## config.mk

```make
export PLATFORM = sky130hd
export DESIGN_NAME = program_sequencer
export DESIGN_NICKNAME = d
export VERILOG_FILES = /design/src/rtl/micro_pkg.sv /design/src/rtl/program_sequencer_sat_counter.sv /design/src/rtl/program_sequencer.sv
export SDC_FILE = /design/constraint.sdc
export NUM_CORES = 1
export LEC_CHECK = 0
export CORE_MARGIN = 2
export CORE_UTILIZATION = 51
export CTS_CLUSTER_DIAMETER = 60
export CTS_CLUSTER_SIZE = 20
export DETAILED_ROUTE_END_ITERATION = 10
export PLACE_DENSITY = 0.92
export SLEW_MARGIN = 30
export SYNTH_ARGS = -nofsm -noshare
export SYNTH_HDL_FRONTEND = slang
export SYNTH_HIERARCHICAL = 1
export SYNTH_SLANG_ARGS = --single-unit
```

## constraint.sdc

```tcl
create_clock -name clk -period 2.85 [get_ports clk]
set_input_delay 0.57 -clock clk [delete_from_list [all_inputs] [get_ports clk]]
set_output_delay 0.57 -clock clk [all_outputs]
set_load 0.05 [all_outputs]
```

## src/rtl/micro_pkg.sv

```systemverilog
// Definitions shared by the fetch sequencer and the instruction decoder:
// FSM state encoding, default address width and jump opcodes.
package micro_pkg;

    typedef enum logic [1:0] {
        S_BOOT = 2'd0,
        S_RUN  = 2'd1,
        S_WAIT = 2'd2
    } ps_state_t;

    localparam int ADDR_W = 8;

    localparam logic [3:0] JMP_OP  = 4'b1110;
    localparam logic [3:0] CJMP_OP = 4'b1111;

endpackage

```

## src/rtl/program_sequencer_sat_counter.sv

```systemverilog
// Enable-driven saturating up-counter with asynchronous active-low clear
// and a synchronous soft clear.
module sat_counter #(
    parameter int W = 16
) (
    input  logic         clk,
    input  logic         rst_n,
    input  logic         srst,
    input  logic         en,
    output logic [W-1:0] count
);

    logic [W-1:0] count_r;

    // Count register: clears, then increments on enable until all-ones.
    always_ff @(posedge clk or negedge rst_n) begin
        if (!rst_n) begin
            count_r <= {W{1'b0}};
        end else if (srst) begin
            count_r <= {W{1'b0}};
        end else if (en && (count_r != {W{1'b1}})) begin
            count_r <= count_r + {{(W-1){1'b0}}, 1'b1};
        end else begin
            count_r <= count_r;
        end
    end

    assign count = count_r;

endmodule

```

## src/rtl/program_sequencer.sv

```systemverilog
// Fetch sequencer: owns the program counter, selects the next program-memory
// address from decoder jump requests, and absorbs memory wait states.
module program_sequencer
    import micro_pkg::*;
#(
    parameter int ADDR_W_P = ADDR_W,
    parameter int CNT_W    = 16
) (
    input  logic                clk,
    input  logic                reset_n,
    input  logic                jump,
    input  logic                conditional_jump,
    input  logic [3:0]          jump_address,
    input  logic                dont_jmp,
    input  logic                hold,
    input  logic                pm_ready,
    output logic [ADDR_W_P-1:0] pm_addr,
    output logic [ADDR_W_P-1:0] pc,
    output logic                instr_valid,
    output logic [CNT_W-1:0]    fetch_count,
    output logic [7:0]          from_PS
);

    ps_state_t             state_r;
    ps_state_t             next_state_s;
    logic [ADDR_W_P-1:0]   pc_r;
    logic [ADDR_W_P-1:0]   pend_addr_r;
    logic [ADDR_W_P-1:0]   pm_addr_s;
    logic [ADDR_W_P-1:0]   target_s;
    logic [ADDR_W_P-1:0]   pc_inc_s;
    logic                  pc_load_s;
    logic                  pend_load_s;
    logic                  instr_valid_s;

    assign pc_inc_s = pc_r + {{(ADDR_W_P-1){1'b0}}, 1'b1};
    // Jumps only replace the low nibble, so targets never leave the page.
    assign target_s = {pc_r[ADDR_W_P-1:4], jump_address};

    // Next-address selection and FSM transitions.
    always_comb begin
        next_state_s  = state_r;
        pm_addr_s     = {ADDR_W_P{1'b0}};
        pc_load_s     = 1'b0;
        pend_load_s   = 1'b0;
        instr_valid_s = 1'b0;
        case (state_r)
            S_BOOT: begin
                next_state_s = S_RUN;
            end
            S_RUN: begin
                if (hold) begin
                    pm_addr_s = pc_r;
                end else if (jump) begin
                    pm_addr_s = target_s;
                end else if (conditional_jump && !dont_jmp) begin
                    pm_addr_s = target_s;
                end else begin
                    pm_addr_s = pc_inc_s;
                end
                if (hold) begin
                    next_state_s = S_RUN;
                end else if (pm_ready) begin
                    pc_load_s     = 1'b1;
                    instr_valid_s = 1'b1;
                end else begin
                    next_state_s = S_WAIT;
                    pend_load_s  = 1'b1;
                end
            end
            S_WAIT: begin
                pm_addr_s = pend_addr_r;
                if (pm_ready) begin
                    pc_load_s    = 1'b1;
                    next_state_s = S_RUN;
                end else begin
                    next_state_s = S_WAIT;
                end
            end
            default: begin
                next_state_s = S_BOOT;
            end
        endcase
    end

    // State, program counter and pending-address registers.
    always_ff @(posedge clk or negedge reset_n) begin
        if (!reset_n) begin
            state_r     <= S_BOOT;
            pc_r        <= {ADDR_W_P{1'b0}};
            pend_addr_r <= {ADDR_W_P{1'b0}};
        end else begin
            state_r <= next_state_s;
            if (pc_load_s) begin
                pc_r <= pm_addr_s;
            end
            if (pend_load_s) begin
                pend_addr_r <= pm_addr_s;
            end
        end
    end

    sat_counter #(
        .W (CNT_W)
    ) u_fetch_cnt (
        .clk   (clk),
        .rst_n (reset_n),
        .srst  (1'b0),
        .en    (pc_load_s),
        .count (fetch_count)
    );

    assign pm_addr     = pm_addr_s;
    assign pc          = pc_r;
    assign instr_valid = instr_valid_s;
    assign from_PS     = 8'h00;

endmodule

```

==> results of run 1 <==
-- timing repair --
action                                  in CTS  in global routing
endpoints found under the setup margin       4                  7
resized for setup                            5                  8
pin swaps                                    4                  5
setup buffers                                0                  2
-- routing by layer --
metal  GRT usage  wire [microns]
met4     0.09434              87
met2      0.3560            2845
met5           0               0
met3     0.03657             363
met1      0.3272            2507
-- synth_stat cells (4+ instances only) --
| cell | number | share of area |
|---|---|---|
| sky130_fd_sc_hd__dfrtp_1 | 34 | 0.37 |
| sky130_fd_sc_hd__nand2_1 | 25 | 0.040 |
| sky130_fd_sc_hd__a21oi_1 | 17 | 0.037 |
| sky130_fd_sc_hd__nor2_1 | 16 | 0.026 |
| sky130_fd_sc_hd__o21ai_0 | 12 | 0.026 |
| sky130_fd_sc_hd__buf_4 | 10 | 0.032 |
| sky130_fd_sc_hd__o31ai_1 | 10 | 0.032 |
| sky130_fd_sc_hd__inv_1 | 9 | 0.015 |
| sky130_fd_sc_hd__nand3_1 | 8 | 0.017 |
| sky130_fd_sc_hd__nand4_1 | 7 | 0.019 |
| sky130_fd_sc_hd__buf_6 | 6 | 0.029 |
| sky130_fd_sc_hd__clkbuf_1 | 6 | 0.0097 |
| sky130_fd_sc_hd__ha_1 | 6 | 0.032 |
| sky130_fd_sc_hd__mux2_1 | 6 | 0.029 |
| sky130_fd_sc_hd__and3_1 | 5 | 0.013 |
| sky130_fd_sc_hd__nor2b_1 | 5 | 0.013 |
| sky130_fd_sc_hd__o21ai_1 | 5 | 0.011 |
| sky130_fd_sc_hd__or4_1 | 5 | 0.016 |
| sky130_fd_sc_hd__a221o_1 | 4 | 0.017 |
| sky130_fd_sc_hd__nor4_1 | 4 | 0.011 |
-- critical path, delay by kind of cell, from the launching register on --
kind | cells | cell delay (ns)
DFF | 1 | 0.52
AOI/OAI and AO/OA | 1 | 0.21
adders and majority gates | 1 | 0.29
and+or+nand+nor | 3 | 0.46
xor gates and xnor gates | 1 | 0.24
buffers and inverters | 1 | 0.16
-- cell type report --
type / instances / area [sq um] / area share
clock buffers: 6 / 82.58 / 0.02669
well taps: 52 / 65.06 / 0.02103
clock inverters: 1 / 30.03 / 0.009705
inverters: 9 / 33.78 / 0.01092
flip-flops and latches: 34 / 850.8 / 0.2750
repair buffers: 65 / 686.9 / 0.2220
multi-input cells: 196 / 1345 / 0.4347
-- stage by stage --
stage,std cells,area [sq um],setup TNS [ns]
floorplan,261,2365,-0.01461
global placement,354,2923,-0.002295
detailed placement,354,2923,-0.08334
CTS,361,3049,0
global route,363,3094,-0.01729
finish,363,3094,0
-- power by group through the flow --
stage / clock (W) / combinational [W] / sequential [W]
2_1_floorplan: 0 / 0.000818 / 0.000928
4_1_cts: 0.000458 / 0.00153 / 0.000768
6_report: 0.000450 / 0.00156 / 0.000782
3_3_place_gp: 0 / 0.00149 / 0.000768
3_5_place_dp: 0 / 0.00151 / 0.000774
5_1_grt: 0.000475 / 0.00166 / 0.000804
-- worst paths after layout --
path / start / to / slack (ns) / cells after the start
max: pc[0] / pm_addr[4] / 0.12 / 7
min: pend_addr_r[1] / pend_addr_r[1] / 0.51 / 2
max reg2reg: state_r[0] / u_fetch_cnt/count[13] / 0.38 / 8
min reg2reg: pend_addr_r[1] / pend_addr_r[1] / 0.51 / 2
max in group asynchronous: reset_n / pend_addr_r[5] / 1.84 / 2
min in group asynchronous: reset_n / u_fetch_cnt/count[3] / 0.69 / 2
-- cells by family after synthesis --
| family | after synthesis | share of synthesized area |
|---|---|---|
| and+or+nand+nor | 100 | 0.2532 |
| AOI/OAI and AO/OA | 64 | 0.1887 |
| DFF | 34 | 0.3656 |
| buffers and inverters | 31 | 0.08548 |
| muxes | 11 | 0.05430 |
| adders and majority gates | 6 | 0.03226 |
| xor gates and xnor gates | 5 | 0.01882 |
| other | 1 | 0.001611 |
-- sequential cells by signal, summed over array words and instances, names as in the netlist --
| name | count |
|---|---|
| u_fetch_cnt/count | 16 |
| state_r | 2 |
| pend_addr_r | 8 |
| pc | 8 |
==> run summary, run 1 <==
The final layout net count came out at 328. The transition time of the tightest slew-check pin came out at between 0.5 and 0.6 ns. In this run the clock root is driven by a sky130_fd_sc_hd__clkbuf_8.

The number of top-level design ports came out at 52. The share of the clock period used by the worst path came out at 0.9577. The largest incremental delay on the critical path came out at around 0.52 ns. The share of the yosys chip area belonging to registers is 0.3656. The chip height came out at roughly 72 microns.

The post-layout total power came out at 0.002797 W. Derived from the worst setup path, the maximum achievable clock frequency is 366.4 MHz. The switching power is between 0.001 and 0.0015 W.

The floorplan step set the die width to about 70 microns. The library cells used most frequently in the layout, excluding fill and tap cells, are sky130_fd_sc_hd__dfrtp_1 (34), sky130_fd_sc_hd__clkdlybuf4s50_1 (30), sky130_fd_sc_hd__nand2_1 (25), sky130_fd_sc_hd__buf_4 (21), sky130_fd_sc_hd__a21oi_1 (16). The area growth from synthesis to final layout is 32.96%. The initial cell density of the core came out at 0.5308.

The maximum buffer depth of the clock tree came out at 2. The number of max-slew violations in the final report is 0. The number of optimization iterations in the first detailed-route pass is 5. The relative slew slack came out at 0.6260.

The power per cell area came out at ~900 nW/um^2. The count of final setup violators is 0. The TritonCTS sink count is 34. The leading register cell type out of synthesis is sky130_fd_sc_hd__dfrtp_1. STA puts the critical path data arrival time at about 2.2 ns.

After clock tree synthesis, the clock-pin slew on the worst setup and hold paths is approximately 0.07 ns. The fraction of power spent switching nets came out at 0.4585. The repair_antennas step left the layout with diodes totalling 0. The share of cells above drive strength 1 came out at 0.2122. The data required time at the worst endpoint is 2.28 ns. The pin count of the biggest net entering global routing came out at 35. Summed over all layers, the routed wires come to 5.802 mm. The tool flagged a number of max-cap violations equal to 0. The total leakage power came out at roughly 1.3 nW.

The detail-routed net length per standard cell is roughly 16 microns. After synthesis, the mean cell area works out to 9.235 sq um. The post-route worst setup slack is 0.1204 ns. The worst supply voltage drop on vdd is 0.9627 mV. The cell with the biggest individual delay on the critical path is sky130_fd_sc_hd__dfrtp_1. At the end of routability-driven placement, the weighted congestion stood at approximately 0.89. The async set or reset register ratio after synthesis came out at 1.000. Walking the worst path, the cells encountered are ha_1 -> nand4b_1 -> nor3_2 -> xor2_1 -> nand2_1 -> a21oi_2 -> buf_12.

Synthesis produced a netlist whose cell count is ~250. The most common cell after layout, fill and taps aside is sky130_fd_sc_hd__dfrtp_1. Counting flops and latches in the post-synthesis netlist gives 34. The remaining antenna violation count after routing is 0.

The number of violations reported at the end of detailed-routing iteration 0 is 227. TritonCTS built the clock tree. The clock latency at the later pin of the worst-skew pair is 0.29 ns. The wire-length estimate of the detail-placed layout is 3.954 mm. The worst hold path belongs to the class flip-flop to flip-flop. The initial antenna violation count was 0. The count of distinct cell types in the synthesized netlist came out at 52. The netlist area before placement came out at 2327 sq um. The worst clock skew is between 0.008 and 0.009 ns. The final global-route overflow total came out at 0. The worst setup path is captured at an output pin. The internal portion of total power is 0.001515 W. The worst setup slack before clock tree synthesis came out at -0.07160 ns. The count of flip-flops with a built-in enable after synthesis is 0.

The die footprint is 5119 sq um. The all-layer global routing usage is 0.2311. The worst setup path is launched from a flip-flop. The run finished with clean final reports. Final hold analysis gives a worst-case slack of roughly 0.51 ns. For this run, design rule violations remaining after detail routing come to 0.

At the end of the flow the core is filled with cells to 0.7058. After clock tree synthesis, the flow added hold-fix buffers numbering 0. CTS built an H-tree with a depth of 2. The first global-routing pass estimated approximately 9.5 mm of wire. The sequential cell fraction of total power came out at 0.280. Subtracting the final worst setup slack from the clock period gives 2.730 ns.

Using the TritonRoute via totals, the vias-per-cell ratio works out to 6.163. The count of final hold-check violations is 0. The via count of the first global-routing pass is 2,052. The CTS buffer count came out at 5.

Of all nets on the critical path, the largest fanout is 9. The number of placement rows is 24. The floorplan core area is 4384 sq um. The critical path start-end classification is flip-flop to output pin. For this run, the number of Yosys warnings is 6. The share of power burned in the clock network is 0.161. The combinational power share came out at 0.559. The routed layout has 2,237 vias.

The number of input and output port buffers inserted came out at 43. The filler cell count in the final layout is 290.
Note: power is estimated with default switching activity, not from simulation.
==> run 2: changes to the inputs <==
Settings changed: CTS_CLUSTER_DIAMETER 60 to not set.
==> results of run 2 <==
The final DEF is identical to that of run 1; final timing and power are the same.
